===== src/rtl/mem_map_pkg.sv =====
// Shared address map and router state type for the data-side interconnect.
package mem_map_pkg;

    localparam int DEF_N_REGIONS = 4;
    localparam int MAP_AW        = 64;

    // Region i matches when (addr & REGION_MASK[i]) == REGION_BASE[i].
    // 0: data RAM 0x000-0x0FF, 1: peripherals 0x100-0x11F,
    // 2: timer 0x200-0x20F, 3: UART 0x300-0x30F.
    localparam logic [DEF_N_REGIONS-1:0][MAP_AW-1:0] REGION_BASE = {
        64'h0000_0000_0000_0300,
        64'h0000_0000_0000_0200,
        64'h0000_0000_0000_0100,
        64'h0000_0000_0000_0000
    };

    localparam logic [DEF_N_REGIONS-1:0][MAP_AW-1:0] REGION_MASK = {
        64'hFFFF_FFFF_FFFF_FFF0,
        64'hFFFF_FFFF_FFFF_FFF0,
        64'hFFFF_FFFF_FFFF_FFE0,
        64'hFFFF_FFFF_FFFF_FF00
    };

    typedef enum logic [1:0] {
        IDLE,
        ACCESS,
        RESP
    } rtr_state_t;

endpackage


===== src/rtl/addr_decode.sv =====
// Combinational address decoder: finds the lowest-index region matching addr
// and strips the region base to form the target-local offset.
module addr_decode
    import mem_map_pkg::*;
#(
    parameter int AW        = 64,
    parameter int N_REGIONS = DEF_N_REGIONS,
    parameter int IW        = (N_REGIONS > 1) ? $clog2(N_REGIONS) : 1
) (
    input  logic [AW-1:0] addr,
    output logic          hit,
    output logic [IW-1:0] idx,
    output logic [AW-1:0] offset
);

    // Scan from the highest index downwards so the lowest matching index wins.
    always_comb begin
        hit    = 1'b0;
        idx    = '0;
        offset = '0;
        for (int i = N_REGIONS - 1; i >= 0; i--) begin
            if ((addr & REGION_MASK[i][AW-1:0]) == REGION_BASE[i][AW-1:0]) begin
                hit    = 1'b1;
                idx    = IW'(i);
                offset = addr & ~REGION_MASK[i][AW-1:0];
            end
        end
    end

endmodule


===== src/rtl/mem_bus_router.sv =====
// Data-side bus router: one outstanding core request routed to a mapped
// target with per-target ack, plus unmapped-address and timeout errors.
module mem_bus_router
    import mem_map_pkg::*;
#(
    parameter int DW        = 64,
    parameter int AW        = 64,
    parameter int N_REGIONS = DEF_N_REGIONS,
    parameter int TIMEOUT   = 16
) (
    input  logic                    clk,
    input  logic                    rst_n,
    input  logic                    req_valid,
    output logic                    req_ready,
    input  logic                    req_wen,
    input  logic [AW-1:0]           req_addr,
    input  logic [DW-1:0]           req_wdata,
    output logic                    rsp_valid,
    input  logic                    rsp_ready,
    output logic [DW-1:0]           rsp_rdata,
    output logic                    rsp_err,
    output logic [N_REGIONS-1:0]    s_sel,
    output logic                    s_wen,
    output logic [AW-1:0]           s_addr,
    output logic [DW-1:0]           s_wdata,
    input  logic [N_REGIONS*DW-1:0] s_rdata,
    input  logic [N_REGIONS-1:0]    s_ack
);

    localparam int IW = (N_REGIONS > 1) ? $clog2(N_REGIONS) : 1;
    localparam int CW = $clog2(TIMEOUT) + 1;
    localparam logic [CW-1:0] CNT_LAST = CW'(TIMEOUT - 1);

    rtr_state_t             state_q, state_d;
    logic [IW-1:0]          idx_q, idx_d;
    logic [CW-1:0]          cnt_q, cnt_d;
    logic [DW-1:0]          rsp_rdata_q, rsp_rdata_d;
    logic                   rsp_err_q, rsp_err_d;
    logic [N_REGIONS-1:0]   s_sel_q, s_sel_d;
    logic                   s_wen_q, s_wen_d;
    logic [AW-1:0]          s_addr_q, s_addr_d;
    logic [DW-1:0]          s_wdata_q, s_wdata_d;

    logic                   dec_hit;
    logic [IW-1:0]          dec_idx;
    logic [AW-1:0]          dec_offset;

    addr_decode #(
        .AW        (AW),
        .N_REGIONS (N_REGIONS),
        .IW        (IW)
    ) u_addr_decode (
        .addr   (req_addr),
        .hit    (dec_hit),
        .idx    (dec_idx),
        .offset (dec_offset)
    );

    // Next-state logic: accept/decode in IDLE, wait for ack or timeout in ACCESS, hold response in RESP.
    always_comb begin
        state_d     = state_q;
        idx_d       = idx_q;
        cnt_d       = cnt_q;
        rsp_rdata_d = rsp_rdata_q;
        rsp_err_d   = rsp_err_q;
        s_sel_d     = s_sel_q;
        s_wen_d     = s_wen_q;
        s_addr_d    = s_addr_q;
        s_wdata_d   = s_wdata_q;

        case (state_q)
            IDLE: begin
                if (req_valid) begin
                    if (dec_hit) begin
                        idx_d            = dec_idx;
                        s_sel_d          = '0;
                        s_sel_d[dec_idx] = 1'b1;
                        s_wen_d          = req_wen;
                        s_addr_d         = dec_offset;
                        s_wdata_d        = req_wdata;
                        cnt_d            = '0;
                        state_d          = ACCESS;
                    end else begin
                        rsp_err_d   = 1'b1;
                        rsp_rdata_d = '0;
                        state_d     = RESP;
                    end
                end
            end
            ACCESS: begin
                if (s_ack[idx_q]) begin
                    rsp_rdata_d = s_wen_q ? '0 : s_rdata[idx_q*DW +: DW];
                    rsp_err_d   = 1'b0;
                    s_sel_d     = '0;
                    s_wen_d     = 1'b0;
                    state_d     = RESP;
                end else if (cnt_q >= CNT_LAST) begin
                    rsp_rdata_d = '0;
                    rsp_err_d   = 1'b1;
                    s_sel_d     = '0;
                    s_wen_d     = 1'b0;
                    state_d     = RESP;
                end else begin
                    cnt_d = cnt_q + 1'b1;
                end
            end
            RESP: begin
                if (rsp_ready) begin
                    state_d = IDLE;
                end
            end
            default: begin
                state_d = IDLE;
            end
        endcase
    end

    // State and registered outputs; async reset drops any in-flight access immediately.
    always_ff @(posedge clk or negedge rst_n) begin
        if (!rst_n) begin
            state_q     <= IDLE;
            idx_q       <= '0;
            cnt_q       <= '0;
            rsp_rdata_q <= '0;
            rsp_err_q   <= 1'b0;
            s_sel_q     <= '0;
            s_wen_q     <= 1'b0;
            s_addr_q    <= '0;
            s_wdata_q   <= '0;
        end else begin
            state_q     <= state_d;
            idx_q       <= idx_d;
            cnt_q       <= cnt_d;
            rsp_rdata_q <= rsp_rdata_d;
            rsp_err_q   <= rsp_err_d;
            s_sel_q     <= s_sel_d;
            s_wen_q     <= s_wen_d;
            s_addr_q    <= s_addr_d;
            s_wdata_q   <= s_wdata_d;
        end
    end

    assign req_ready = (state_q == IDLE);
    assign rsp_valid = (state_q == RESP);
    assign rsp_rdata = rsp_rdata_q;
    assign rsp_err   = rsp_err_q;
    assign s_sel     = s_sel_q;
    assign s_wen     = s_wen_q;
    assign s_addr    = s_addr_q;
    assign s_wdata   = s_wdata_q;

endmodule


===== config.mk =====
export PLATFORM = sky130hd
export DESIGN_NAME = mem_bus_router
export DESIGN_NICKNAME = d
export VERILOG_FILES = /design/src/rtl/mem_map_pkg.sv /design/src/rtl/addr_decode.sv /design/src/rtl/mem_bus_router.sv
export SDC_FILE = /design/constraint.sdc
export NUM_CORES = 1
export LEC_CHECK = 0
export ABC_AREA = 1
export BUFFER_PORTS_ARGS = -buffer_cell sky130_fd_sc_hd__buf_2
export CAP_MARGIN = 10
export CORE_AREA = 4 4 230 232
export DETAILED_ROUTE_END_ITERATION = 16
export DIE_AREA = 0 0 234 236
export PLACE_DENSITY = 0.47
export SLEW_MARGIN = 40
export SYNTH_ARGS = -nofsm -noshare
export SYNTH_HDL_FRONTEND = slang
export SYNTH_SLANG_ARGS = --single-unit

===== constraint.sdc =====
create_clock -name clk -period 5.5 [get_ports clk]
set_clock_uncertainty 0.15 [all_clocks]
set_input_delay 0.275 -clock clk [delete_from_list [all_inputs] [get_ports clk]]
set_output_delay 0.275 -clock clk [all_outputs]
set_load 0.02 [all_outputs]

==> flow_metrics.py, run 1 <==
metrics = {
    "status": {
        "status": "finished clean",
    },
    "timing": {
        "maxSlewHeadroom_pct": 43.4,
        "setup_viol": 0,
        "fin_setup_tns_ns": 0,
        "finalCritPeriodShare_pct": 57.6,
        "fin_crit_ns": 3.17,
        "hold_viol": 0,
        "fmax_ghz": 0.316,
        "tightest_slew_ns": 0.840,
        "report.final.slew_viol_count": 0,
        "rsz0062_at_grt": "no",
    },
    "grt": {
        "grt_pass1_vias": 10600,
        "grt_max_degree": 123,
        "grt_pass1_wl_um": 61200,
        "overflow": 0,
        "grt_use_total_pct": 14.5,
        "grt_antenna_before_repair": 7,
    },
    "synthesis": {
        "yosysWarnings": 0,
        "synth_cells": 1387,
        "syn_area_per_cell_um2": 6.64,
        "ys_types": 27,
        "synth_seq_cells": 151,
        "synth_top_area_share_pct": 41.0,
        "seq_area_frac_synth_pct": 41.0,
        "synth_top_cell_by_area": "dfrtp_1",
        "synth_area_leaders": "dfrtp_1 41%, nand2_1 14%, nor2_1 14%",
        "syn_area_mm2": 0.00921,
    },
    "floorplan": {
        "initial_utilization_pct": 18.1,
        "pin_count": 593,
        "rows": 83,
        "coreArea_mm2": 0.0510,
        "die_w_um": 234,
        "dieArea_mm2": 0.0552,
        "die-height_um": 236,
    },
    "pwr": {
        "ir_drop_v": 0.000211,
        "leakage_nw": 7.45,
        "p_per_area_mw_per_mm2": 209,
    },
    "route": {
        "drtAntennaViolNets": 0,
        "viasPerCell": 4.06,
        "drcViolationCount": 0,
        "wirelength_um": 42000,
        "first_pass_iters": 5,
        "first_iter_violations": 544,
        "wl_per_cell_um": 15.9,
        "vias": 10700,
    },
    "critical_path": {
        "crit_path_end_kind": "flop",
        "worstPathCellList": "buf_4 > inv_2 > nand3_1 > nand2_1 > o2111ai_2 > nand2_1 > nor2_1 > nand2_8 > nand2_1 > nand2_1",
        "worst_path_dominant_cell_family": "simple AND/OR/NAND/NOR gates",
        "cpMostUsedCell": "nand2_1",
        "critPathKind": "flop to flop",
        "slowest_stage": "dfrtp_2",
        "cpPeakStageDelay_ns": 0.60,
        "start_kind": "flop",
        "cp_max_fo": 66,
        "critPathArrivalTime_ns": 3.37,
        "path_buf_inv": 2,
        "required_ns": 5.70,
    },
    "clocking": {
        "clk_latency_ns": 0.46,
        "clock_path_buffers": 2,
        "cts-buffers-inserted": 17,
        "cts.repair.resized": 0,
        "cts_root_buffer": "clkbuf_16",
        "clkTransAtPathRegs_ns": 0.07,
        "holdBufCountCts": 75,
        "cts.htree.levels": 4,
        "cts_tree": "done",
        "cts_sinks": 151,
        "postCtsSetupBuffers": 0,
    },
    "cells_and_area": {
        "final_cell_area_mm2": 0.0137,
        "layout.nets": 2342,
        "multi_input_area_mm2": 0.00449,
        "layout-drive-gt1-share_pct": 30.5,
        "fillCellCount": 5723,
        "syn2layout_area_growth_pct": 48.4,
        "seqCellArea_mm2": 0.00378,
    },
    "job": {
        "maxCapViolations": 0,
    },
    "place": {
        "hpwlAfterDp_um": 31700,
        "gp_congestion": 0.898,
        "portBuffers": 536,
        "placed_area_mm2": 0.0122,
    },
    "hold_path": {
        "hold_class": "input pin to flop",
    },
}
cells by family (layout without fill, tap and decap cells):
logic type	after synthesis	count (layout)	share of synthesized area, %
AO/OA/AOI/OAI	274	274	15.2
buffers and inverters	230	748	12.7
flip-flops	151	151	41.0
AND/OR/NAND/NOR	729	729	30.7
other	1	62	0.0407
adder cells (fa/ha/maj)	2	2	0.272
report_power, final:
group	total (mW)	leakage, nW	internal [mW]	switching (mW)
clock	1.26	0.298	0.733	0.524
combinational	0.471	5.06	0.180	0.291
sequential	1.12	2.09	1.11	0.00789
flip-flops by register name, indices dropped and copies added, names as in the netlist:
signal and cells:
s_wen 1, s_wdata 64, rsp_err 1, idx_q 2, rsp_rdata 64, state_q 2, s_addr 8, s_sel 4
cnt_q 5
cells in the mapped netlist (all sizes together):
master / n
clkbuf: 57
o31ai: 1
nor3b: 1
buf: 78
nand4: 7
o21ai: 205
and3: 1
nor2: 347
nor3: 1
o2111ai: 1
inv: 95
a21oi: 67
ha: 2
nor4: 4
dfrtp: 151
conb: 1
nand3: 21
nand2: 347
per-stage QoR:
step	util, %	worst slack, ns	power, mW	hold WS [ns]	cells
3_3_place_gp	24.0	2.22	1.57	0.198	2532
5_1_grt	26.8	2.13	3.01	0.0479	2641
3_5_place_dp	24.0	2.17	1.58	0.197	2532
4_1_cts	26.7	2.16	2.92	0.00102	2639
2_1_floorplan	-	3.48	1.39	-0.171	1442
6_report	26.8	2.33	2.85	0.0632	2646
worst register-to-register path, delay by kind of cell, from the launching register on:
| family | cells | cell delay (ns) |
|---|---|---|
| AOI/OAI and AO/OA | 1 | 0.23 |
| buffers and inverters | 2 | 0.69 |
| DFF | 1 | 0.60 |
| and+or+nand+nor | 7 | 1.40 |
final timing paths:
check	from	end	slack (ns)	depth (start not counted)
max	idx_q[1]	rsp_rdata[61]	2.33	10
min	s_rdata[233]	rsp_rdata[41]	0.06	5
max reg2reg	idx_q[1]	rsp_rdata[61]	2.33	10
min reg2reg	rsp_rdata[34]	rsp_rdata[34]	0.32	2
max in group asynchronous	rst_n	idx_q[0]	3.78	3
min in group asynchronous	rst_n	s_wdata[60]	0.25	2
area by class of cell:
class / count / share of cell area, %
sequential: 151 / 27.7
antenna: 6 / 0.110
clock inverter: 12 / 1.22
tap: 680 / 6.23
inverter: 95 / 2.63
clock buffer: 20 / 3.27
timing repair buffer: 621 / 26.0
multi-input combinational: 1061 / 32.9
layout by cell type, fill, tap and decap left out, types with 2 or more instances in the layout:
master,netlist,routed
a21oi_1,67,67
buf_2,5,535
buf_4,56,5
buf_6,12,5
bufinv_16,0,3
clkbuf_1,57,2
clkbuf_16,0,17
clkinv_4,0,3
conb_1,1,56
dfrtp_1,151,148
dfrtp_2,0,2
diode_2,0,6
dlygate4sd3_1,0,75
ha_1,2,2
inv_1,94,93
inv_6,0,3
nand2_1,347,346
nand3_1,18,18
nand3_2,2,2
nand4_1,7,7
nor2_1,342,341
nor2_2,5,5
nor4_1,4,4
o21ai_0,132,132
o21ai_1,68,68
o21ai_2,5,5
metal layers:
metal  vias up  GRT usage, %  wire length [um]
li1       5378             -                 -
met5         -             0                41
met2       399          24.9             20100
met4         6          3.94               627
met3        38          5.34              3700
met1      4909          17.0             17400
No activity file was read; power rests on OpenSTA's default activity.
==> run 2: changes to the inputs <==
--- a/config.mk
+++ b/config.mk
@@ -8,10 +8,10 @@
 export ABC_AREA = 1
 export BUFFER_PORTS_ARGS = -buffer_cell sky130_fd_sc_hd__buf_2
 export CAP_MARGIN = 10
-export CORE_AREA = 4 4 230 232
+export CORE_AREA = 4 4 231 233
 export DETAILED_ROUTE_END_ITERATION = 16
-export DIE_AREA = 0 0 234 236
-export PLACE_DENSITY = 0.47
+export DIE_AREA = 0 0 235 237
+export PLACE_DENSITY = 0.48
 export SLEW_MARGIN = 40
 export SYNTH_ARGS = -nofsm -noshare
 export SYNTH_HDL_FRONTEND = slang
==> constraint.sdc (replaced) <==
create_clock -name clk -period 2.9 [get_ports clk]
set_clock_uncertainty 0.15 [all_clocks]
set_input_delay 0.145 -clock clk [delete_from_list [all_inputs] [get_ports clk]]
set_output_delay 0.145 -clock clk [all_outputs]
set_load 0.02 [all_outputs]
==> run 2 against run 1 <==
Die area is 0.85% higher. Via count up 8.6%. Largest cell class is now non-clock buffers. First-iteration DRC count decreased by 2.2%. Critical path depth up 2. Register-to-register slack got worse by 2.1 ns.
==> flow_metrics.py, run 2 (synthesized netlist as in run 1, its figures left out) <==
metrics = {
    "route": {
        "drtAntennaViolNets": 0,
        "wl_met1_um": 17500,
        "drcViolationCount": 0,
        "wl_per_cell_um": 15.5,
        "maxUsedRoutingLayer": "met5",
        "first_pass_iters": 7,
        "viasPerCell": 4.09,
        "wirelength_um": 44200,
        "first_iter_violations": 532,
        "wl_met3_um": 3860,
        "vias": 11700,
        "met2_length_um": 21600,
    },
    "pwr": {
        "ir_drop_v": 0.000404,
        "swShare_pct": 28.8,
        "power_frac_clock_pct": 42.7,
        "p_int_mw": 4.02,
        "p_sw_mw": 1.63,
        "seq_power_share_pct": 37.8,
        "p_per_area_mw_per_mm2": 358,
        "pwr-share-comb_pct": 19.6,
        "leakage_nw": 8.26,
    },
    "floorplan": {
        "pin_count": 593,
        "dieArea_mm2": 0.0557,
        "coreArea_mm2": 0.0512,
        "initial_utilization_pct": 18.0,
        "die_w_um": 235,
        "die-height_um": 237,
        "rows": 83,
    },
    "clocking": {
        "clkTransAtPathRegs_ns": 0.07,
        "clk_latency_ns": 0.47,
        "cts-buffers-inserted": 17,
        "cts_tree": "done",
        "cts_root_buffer": "clkbuf_16",
        "cts_sinks": 151,
        "postCtsSetupBuffers": 0,
        "cts.repair.resized": 0,
        "clock_path_buffers": 2,
        "cts.htree.levels": 4,
    },
    "status": {
        "status": "finished clean",
    },
    "hold_path": {
        "hp-start": "s_rdata[241]",
        "hold_class": "input pin to flop",
    },
    "critical_path": {
        "path_buf_inv": 6,
        "worst_path_dominant_cell_family": "buffers and inverters",
        "critPathArrivalTime_ns": 3.04,
        "cpPeakStageDelay_ns": 0.57,
        "critPathKind": "input pin to flop",
        "crit_path_end_kind": "flop",
        "cpMostUsedCell": "dlygate4sd3_1",
        "worstPathCellList": "dlygate4sd3_1 > buf_2 > inv_1 > nand4_1 > dlygate4sd3_1 > nor2_1 > dlygate4sd3_1 > nand2_1 > dlygate4sd3_1 > nor2_1 > nand3_1 > nand2_1",
        "required_ns": 3.16,
        "r2r_start": "idx_q[0]",
        "slowest_stage": "dlygate4sd3_1",
        "cp_max_fo": 2,
        "crit_start": "req_addr[61]",
        "start_kind": "input pin",
    },
    "place": {
        "portBuffers": 536,
        "pre_cts_ws_ns": 0.567,
        "hpwlAfterDp_um": 32800,
        "gp_congestion": 0.947,
    },
    "timing": {
        "finalCritPeriodShare_pct": 95.8,
        "hold_viol": 0,
        "setup_slack_ns": 0.121,
        "maxSlewHeadroom_pct": 57.5,
        "setup_viol": 0,
        "rsz0062_at_grt": "no",
        "fin_setup_tns_ns": 0,
        "tightest_slew_ns": 0.637,
        "fmax_ghz": 0.360,
        "report.final.slew_viol_count": 0,
        "fin_crit_ns": 2.78,
    },
    "cells_and_area": {
        "syn2layout_area_growth_pct": 71.0,
        "layout.nets": 2545,
        "layout-drive-gt1-share_pct": 27.9,
        "final_common_cell": "buf_2",
        "layout_common_cells": "535 x buf_2, 346 x nand2_1, 341 x nor2_1",
    },
    "grt": {
        "grt_antenna_before_repair": 11,
        "grt_pass1_vias": 11900,
        "grt_use_total_pct": 15.5,
        "overflow": 0,
        "grt_pass1_wl_um": 67900,
        "grt_max_degree": 123,
    },
    "job": {
        "maxCapViolations": 0,
    },
}
[run 2: what timing repair did]
item                                    CTS  global route
hold buffers                            273             0
endpoints found under the setup margin    0             0
hold endpoints to repair                298             0
[run 2: per-layer routing]
| layer | up-vias | GRT usage [%] |
|---|---|---|
| met1 | 5336 | 17.6 |
| met5 | - | 0 |
| li1 | 5777 | - |
| met4 | 10 | 6.34 |
| met2 | 465 | 26.3 |
| met3 | 69 | 5.84 |
[run 2: worst paths after layout]
check,slack (ns),cells after the start,endpoint
max,0.12,12,s_sel[3]
min,0.01,5,rsp_rdata[49]
max reg2reg,0.19,8,rsp_rdata[63]
min reg2reg,0.32,2,rsp_rdata[38]
max in group asynchronous,1.45,4,rsp_rdata[20]
min in group asynchronous,0.50,3,s_wdata[57]
[run 2: tightest hold or removal path, stage by stage]
cell	delay [ns]
buf_2	0.07
o21ai_0	0.12
a21oi_1	0.15
nand2_1	0.05
nand2_1	0.06
[run 2: area by class of cell]
| class | count | area, um2 |
|---|---|---|
| Antenna cell | 5 | 12.5 |
| Clock buffer | 19 | 443 |
| Clock inverter | 13 | 169 |
| Fill cell | 5520 | 35400 |
| Inverter | 95 | 359 |
| Multi-Input combinational cell | 1061 | 4480 |
| Sequential cell | 151 | 3780 |
| Tap cell | 680 | 851 |
| Timing Repair Buffer | 824 | 5660 |
[run 2: power by group through the flow]
| stage | Combinational, mW | Clock [mW] | Sequential [mW] |
|---|---|---|---|
| finish | 1.10 | 2.41 | 2.13 |
| global route | 1.23 | 2.59 | 2.13 |
| CTS | 1.13 | 2.54 | 2.13 |
| detailed placement | 0.874 | 0 | 2.17 |
| global placement | 0.867 | 0 | 2.17 |
| floorplan | 0.471 | 0 | 2.16 |
[run 2: per-stage QoR]
step	hold WS (ns)	instance area [um2]	utilization, %	std cells	total power, mW
floorplan	-0.301	9420	-	1442	2.63
global placement	-0.0339	12400	24.2	2537	3.04
detailed placement	-0.0317	12400	24.2	2537	3.05
CTS	0.000106	15700	30.7	2842	5.80
global route	0.0319	15700	30.8	2845	5.95
finish	0.0138	15800	30.8	2848	5.65
